--- config.mk ---
export PLATFORM = sky130hd
export DESIGN_NAME = pu_msp430_reset_ctrl
export DESIGN_NICKNAME = d
export VERILOG_FILES = /design/src/rtl/pu_msp430_pkg.sv /design/src/rtl/pu_msp430_reset_ctrl.sv
export SDC_FILE = /design/constraint.sdc
export NUM_CORES = 1
export LEC_CHECK = 0
export ABC_CLOCK_PERIOD_IN_PS = 3100
export CORE_AREA = 4 4 41 43
export DETAILED_ROUTE_END_ITERATION = 6
export DIE_AREA = 0 0 45 47
export GPL_TIMING_DRIVEN = 0
export PLACE_DENSITY = 0.76
export SLEW_MARGIN = 20
export SYNTH_ARGS = -nofsm -noshare
export SYNTH_HDL_FRONTEND = slang
export SYNTH_SLANG_ARGS = --single-unit
--- constraint.sdc ---
create_clock -name clk -period 3.1 [get_ports clk]
set_input_delay 0.62 -clock clk [delete_from_list [all_inputs] [get_ports clk]]
set_output_delay 0.62 -clock clk [all_outputs]
set_load 0.02 [all_outputs]
--- src/rtl/pu_msp430_pkg.sv ---
// Shared definitions for the MSP430 reset controller: FSM states and
// rst_cause bit positions.
package pu_msp430_pkg;

   typedef enum logic [1:0] {
      POR_HOLD = 2'd0,
      PUC_HOLD = 2'd1,
      RUN      = 2'd2
   } rst_state_t;

   localparam int unsigned CAUSE_POR = 0;
   localparam int unsigned CAUSE_EXT = 1;
   localparam int unsigned CAUSE_WDT = 2;
   localparam int unsigned CAUSE_DBG = 3;

endpackage

--- src/rtl/pu_msp430_reset_ctrl.sv ---
// Reset sequencer: holds POR until all POR sources release, then a fixed
// PUC-only window, then RUN. Records sticky reset causes.
module pu_msp430_reset_ctrl
   import pu_msp430_pkg::*;
#(
   parameter int unsigned POR_CYCLES = 16,
   parameter int unsigned PUC_CYCLES = 8
) (
   input  logic       clk,
   input  logic       rst_n,
   input  logic       ext_rst_req,
   input  logic       wdt_rst_req,
   input  logic       dbg_rst_req,
   input  logic       cause_clr,
   output logic       por_o,
   output logic       puc_o,
   output logic       rst_busy,
   output logic [3:0] rst_cause
);

   localparam int unsigned MAX_CYCLES = (POR_CYCLES > PUC_CYCLES) ? POR_CYCLES : PUC_CYCLES;
   localparam int unsigned CNT_W      = $clog2(MAX_CYCLES);
   localparam logic [CNT_W-1:0] POR_LAST = CNT_W'(POR_CYCLES - 1);
   localparam logic [CNT_W-1:0] PUC_LAST = CNT_W'(PUC_CYCLES - 1);
   localparam logic [CNT_W-1:0] CNT_ZERO = CNT_W'(0);
   localparam logic [CNT_W-1:0] CNT_ONE  = CNT_W'(1);

   rst_state_t       state_r;
   rst_state_t       state_s;
   logic [CNT_W-1:0] cnt_r;
   logic [CNT_W-1:0] cnt_s;
   logic [3:0]       cause_set_s;
   logic [3:0]       cause_s;
   logic             soft_req_s;

   // Next-state, counter and cause computation
   always_comb begin
      state_s     = state_r;
      cnt_s       = cnt_r;
      cause_set_s = 4'b0000;
      soft_req_s  = wdt_rst_req | dbg_rst_req;

      case (state_r)
         POR_HOLD: begin
            // watchdog/debug requests cannot shorten or extend a POR
            if (ext_rst_req) begin
               cnt_s = CNT_ZERO;
            end else if (cnt_r == POR_LAST) begin
               state_s = PUC_HOLD;
               cnt_s   = CNT_ZERO;
            end else begin
               cnt_s = cnt_r + CNT_ONE;
            end
         end
         PUC_HOLD: begin
            if (ext_rst_req) begin
               state_s = POR_HOLD;
               cnt_s   = CNT_ZERO;
            end else if (soft_req_s) begin
               cnt_s = CNT_ZERO;
            end else if (cnt_r == PUC_LAST) begin
               state_s = RUN;
               cnt_s   = CNT_ZERO;
            end else begin
               cnt_s = cnt_r + CNT_ONE;
            end
         end
         RUN: begin
            if (ext_rst_req) begin
               state_s = POR_HOLD;
               cnt_s   = CNT_ZERO;
            end else if (soft_req_s) begin
               state_s = PUC_HOLD;
               cnt_s   = CNT_ZERO;
            end else begin
               cnt_s = CNT_ZERO;
            end
         end
         default: begin
            state_s = POR_HOLD;
            cnt_s   = CNT_ZERO;
         end
      endcase

      cause_set_s[CAUSE_EXT] = ext_rst_req;
      cause_set_s[CAUSE_WDT] = wdt_rst_req;
      cause_set_s[CAUSE_DBG] = dbg_rst_req;
      // a cause raised in the same cycle as a clear survives it
      if (cause_clr) begin
         cause_s = cause_set_s;
      end else begin
         cause_s = rst_cause | cause_set_s;
      end
   end

   // State, counter and registered outputs (outputs track the state register)
   always_ff @(posedge clk) begin
      if (!rst_n) begin
         state_r   <= POR_HOLD;
         cnt_r     <= CNT_ZERO;
         por_o     <= 1'b1;
         puc_o     <= 1'b1;
         rst_busy  <= 1'b1;
         rst_cause <= 4'b0001;
      end else begin
         state_r   <= state_s;
         cnt_r     <= cnt_s;
         por_o     <= (state_s == POR_HOLD);
         puc_o     <= (state_s != RUN);
         rst_busy  <= (state_s != RUN);
         rst_cause <= cause_s;
      end
   end

endmodule

==> results of run 1 <==
## layout make-up
| type | instances | area [µm²] |
|---|---|---|
| tap | 15 | 18.8 |
| clock buffer | 3 | 22.5 |
| timing repair buffer | 12 | 120 |
| multi-input combinational | 36 | 241 |
| inverter | 2 | 7.51 |
| buffer | 1 | 7.51 |
| sequential | 12 | 240 |
| fill | 135 | 643 |
## stage by stage
step | hold WS (ps) | instance area, µm² | setup WS (ps) | std cells
after global routing | 490 | 658 | 1160 | 81
after floorplan | 432 | 497 | 1500 | 51
after global placement | 446 | 636 | 994 | 78
after detailed placement | 454 | 636 | 970 | 78
final | 455 | 658 | 1200 | 81
after CTS | 463 | 658 | 1180 | 81
## sequential cells by signal, summed over array words and instances (netlist names)
register	flops
cnt_r	4
por_o	1
rst_busy	1
rst_cause	4
state_r	2
## power breakdown
group	leakage, nW	switching (mW)	internal, mW	total [mW]
Clock	0.0138	0.0473	0.0450	0.0923
Combinational	0.130	0.0129	0.0168	0.0298
Sequential	0.0983	0.00234	0.159	0.161
## placed cells by master, fill, tap and decap left out, drive strengths merged
| master | netlist | routed |
|---|---|---|
| xnor2 | 1 | 1 |
| a211o | 2 | 2 |
| inv | 2 | 2 |
| nor3b | 2 | 2 |
| nand2b | 2 | 2 |
| nor4 | 1 | 1 |
| buf | 1 | 1 |
| a21oi | 2 | 2 |
| clkbuf | 0 | 3 |
| ha | 1 | 1 |
| nand2 | 4 | 4 |
| or2 | 2 | 2 |
| o21a | 3 | 3 |
| a21o | 1 | 1 |
| or2b | 1 | 1 |
| nand3 | 1 | 1 |
| o21ai | 3 | 3 |
| dfxtp | 12 | 12 |
| nor3 | 1 | 1 |
| nor2b | 3 | 3 |
| mux2i | 1 | 1 |
| or4b | 1 | 1 |
| nor2 | 3 | 3 |
| clkdlybuf4s50 | 0 | 12 |
| a211oi | 1 | 1 |
## routing by layer
layer,up-vias,track usage,part of all wire
met2,7,0.161,0.48
met1,180,0.108,0.44
met3,2,0.0690,0.067
met5,-,0,0
met4,0,0.0351,0.016
li1,206,-,-
## final timing paths
kind | start | endpoint | slack (ps) | depth (start not counted)
worst max-delay path | rst_busy | rst_busy | 1200 | 2
worst min-delay path | cnt_r[0] | cnt_r[0] | 460 | 1
worst max register to register | cnt_r[0] | rst_busy | 1550 | 5
worst min register to register | cnt_r[0] | cnt_r[0] | 460 | 1
## logic make-up (layout without fill, tap and decap cells)
kind of cell	count (synthesis)	after routing	synth area share
and+or+nand+nor	21	21	0.252
AOI/OAI and AO/OA	12	12	0.171
DFF	12	12	0.484
buffers and inverters	3	18	0.0302
adders and majority gates	1	1	0.0252
xor gates and xnor gates	1	1	0.0176
muxes	1	1	0.0202
==> results_dict.tcl, run 1 <==
set metrics [dict create \
    drt-total-wl_um 857 \
    detailedRoute.firstIterationViolations 4 \
    synthArstFlopShare 0 \
    worst_skew_pair.late_latency_ps 280 \
    detail_route.first_pass.iterations 3 \
    clk_pin_slew_ps 70 \
    count_of_state_elements_after_synthesis 12 \
    grt_start_max_net_pins 9 \
    worstSetupStartpointType "register" \
    fin_total_pwr_uw 283 \
    number_of_input_and_output_port_buffers_inserted 12 \
    clock_sinks 12 \
    synth-edff-count 0 \
    fin_crit_ps 1900 \
    crit_path_end_kind "output port" \
    synthesis.yosys.warnings 0 \
    worst_ir_drop_vdd_uv 228 \
    finalCritPeriodShare 0.614 \
    first_pass_grt_wire_length_mm 1.50 \
    final.setup.tns_ps 0 \
    fp.dieW_um 45 \
    die-height_um 47 \
    std_cell_rows 13 \
    start_util 0.382 \
    place.gp.congestion 0.727 \
    run_status "completed" \
    crit_path_required_time_ps 2480 \
    power_density_mw_per_mm2 431 \
    vias 395 \
    cpLargestDelayFamily "buffers and inverters" \
    drive_gt1_frac 0.152 \
    cts-root-buf "sky130_fd_sc_hd__clkbuf_4" \
    top_post_synthesis_cells_by_area "sky130_fd_sc_hd__dfxtp_1 (48%), sky130_fd_sc_hd__o21a_1 (4.5%), sky130_fd_sc_hd__nor2b_1 (3.8%), sky130_fd_sc_hd__a211o_1 (3.5%), sky130_fd_sc_hd__o21ai_0 (3.0%)" \
    cts_max_level 1 \
    core_area_mm2 0.00130 \
    critPathMaxFanout 2 \
    n_antenna_cell 0 \
    worst-slew-pin-transition_ps 240 \
    clk_path_buf_depth 2 \
    routedWlPerCell_um 10.6 \
    clock_skew_ps 7.54 \
    worst_path_largest_cell_delay_ps 580 \
    syn_area_per_cell_um2 9.74 \
    cts-hold-fix-buffers 0 \
    yosys.area.top_type_share 0.484 \
    ctsResizeCount 0 \
    avgViaCountPerCell 4.88 \
    cp_cell_sequence "buf_4, clkdlybuf4s50_1" \
    area.growth.synth_to_final_pct 32.5 \
    syn_nets 58 \
    max_cap_violations 0 \
    yosys.area.top_type "sky130_fd_sc_hd__dfxtp_1" \
    leakagePower_nw 0.242 \
    grt_antenna_before_repair 0 \
    synth-seq-area-share 0.484 \
    crit_buf_inv 2 \
    num-nets-final 75 \
    mappedNetlistArea_um2 497 \
    timing_hold_violations_final 0 \
    tritoncts_clock_tree "done" \
    hp-class "reg2reg" \
    max_freq_mhz 525 \
    die_area_mm2 0.00212 \
    grt_setup_unrepaired "no" \
    drc 0 \
    worst-endpoint-arrival_ps 1280 \
    postLayoutCoreUtil 0.506 \
    via_count_of_the_first_global_routing_pass 359 \
    critPathSlowestCell "sky130_fd_sc_hd__clkdlybuf4s50_1" \
    synth_ff_type "sky130_fd_sc_hd__dfxtp_1" \
    synthCells 51 \
    postCtsSetupBuffers 0 \
    slew_headroom 0.840 \
    boundaryPins 13 \
    report.final.slew_viol_count 0 \
    grt_util_all_layers 0.102 \
    grt_overflow 0 \
    path_class "reg2out" \
    cts_made_buffers 3 \
    netlist-cell-type-count 25 \
    postRouteAntennaNets 0 \
    dpl.hpwl_um 683 \
    finalSetupViolCount 0 \
    most_numerous_cell_in_the_yosys_netlist "sky130_fd_sc_hd__dfxtp_1" \
]
(Power assumes the default switching activity.)
==> inputs of run 2 (changes only) <==
- ABC_CLOCK_PERIOD_IN_PS: 3100 -> 1800
- clock period: 3.1 -> 1.8 ns (I/O delays scaled with it)
==> results of run 2 <==
The final DEF is identical to that of run 1. Status: completed.
Among the figures that moved: setup slack after placement 970 ps -> -69.5 ps; setup slack after layout 1200 ps -> 157 ps; register-to-register setup slack 1550 ps -> 250 ps; total power 0.283 mW -> 0.488 mW; worst IR drop on VDD 228 µV -> 393 µV
==> inputs of run 3 (changes only) <==
--- a/config.mk
+++ b/config.mk
@@ -12,5 +12,5 @@
 export GPL_TIMING_DRIVEN = 0
 export PLACE_DENSITY = 0.76
-export SLEW_MARGIN = 20
+export SLEW_MARGIN = 15
 export SYNTH_ARGS = -nofsm -noshare
 export SYNTH_HDL_FRONTEND = slang
==> constraint.sdc (replaced) <==
create_clock -name clk -period 1.8 [get_ports clk]
set_input_delay 0.27 -clock clk [delete_from_list [all_inputs] [get_ports clk]]
set_output_delay 0.27 -clock clk [all_outputs]
set_load 0.02 [all_outputs]
==> results of run 3 <==
The final DEF is identical to that of run 1. Status: completed.
Among the figures that moved: setup slack after placement 970 ps -> 20.5 ps; setup slack after layout 1200 ps -> 247 ps; register-to-register setup slack 1550 ps -> 250 ps; total power 0.283 mW -> 0.488 mW; worst IR drop on VDD 228 µV -> 393 µV
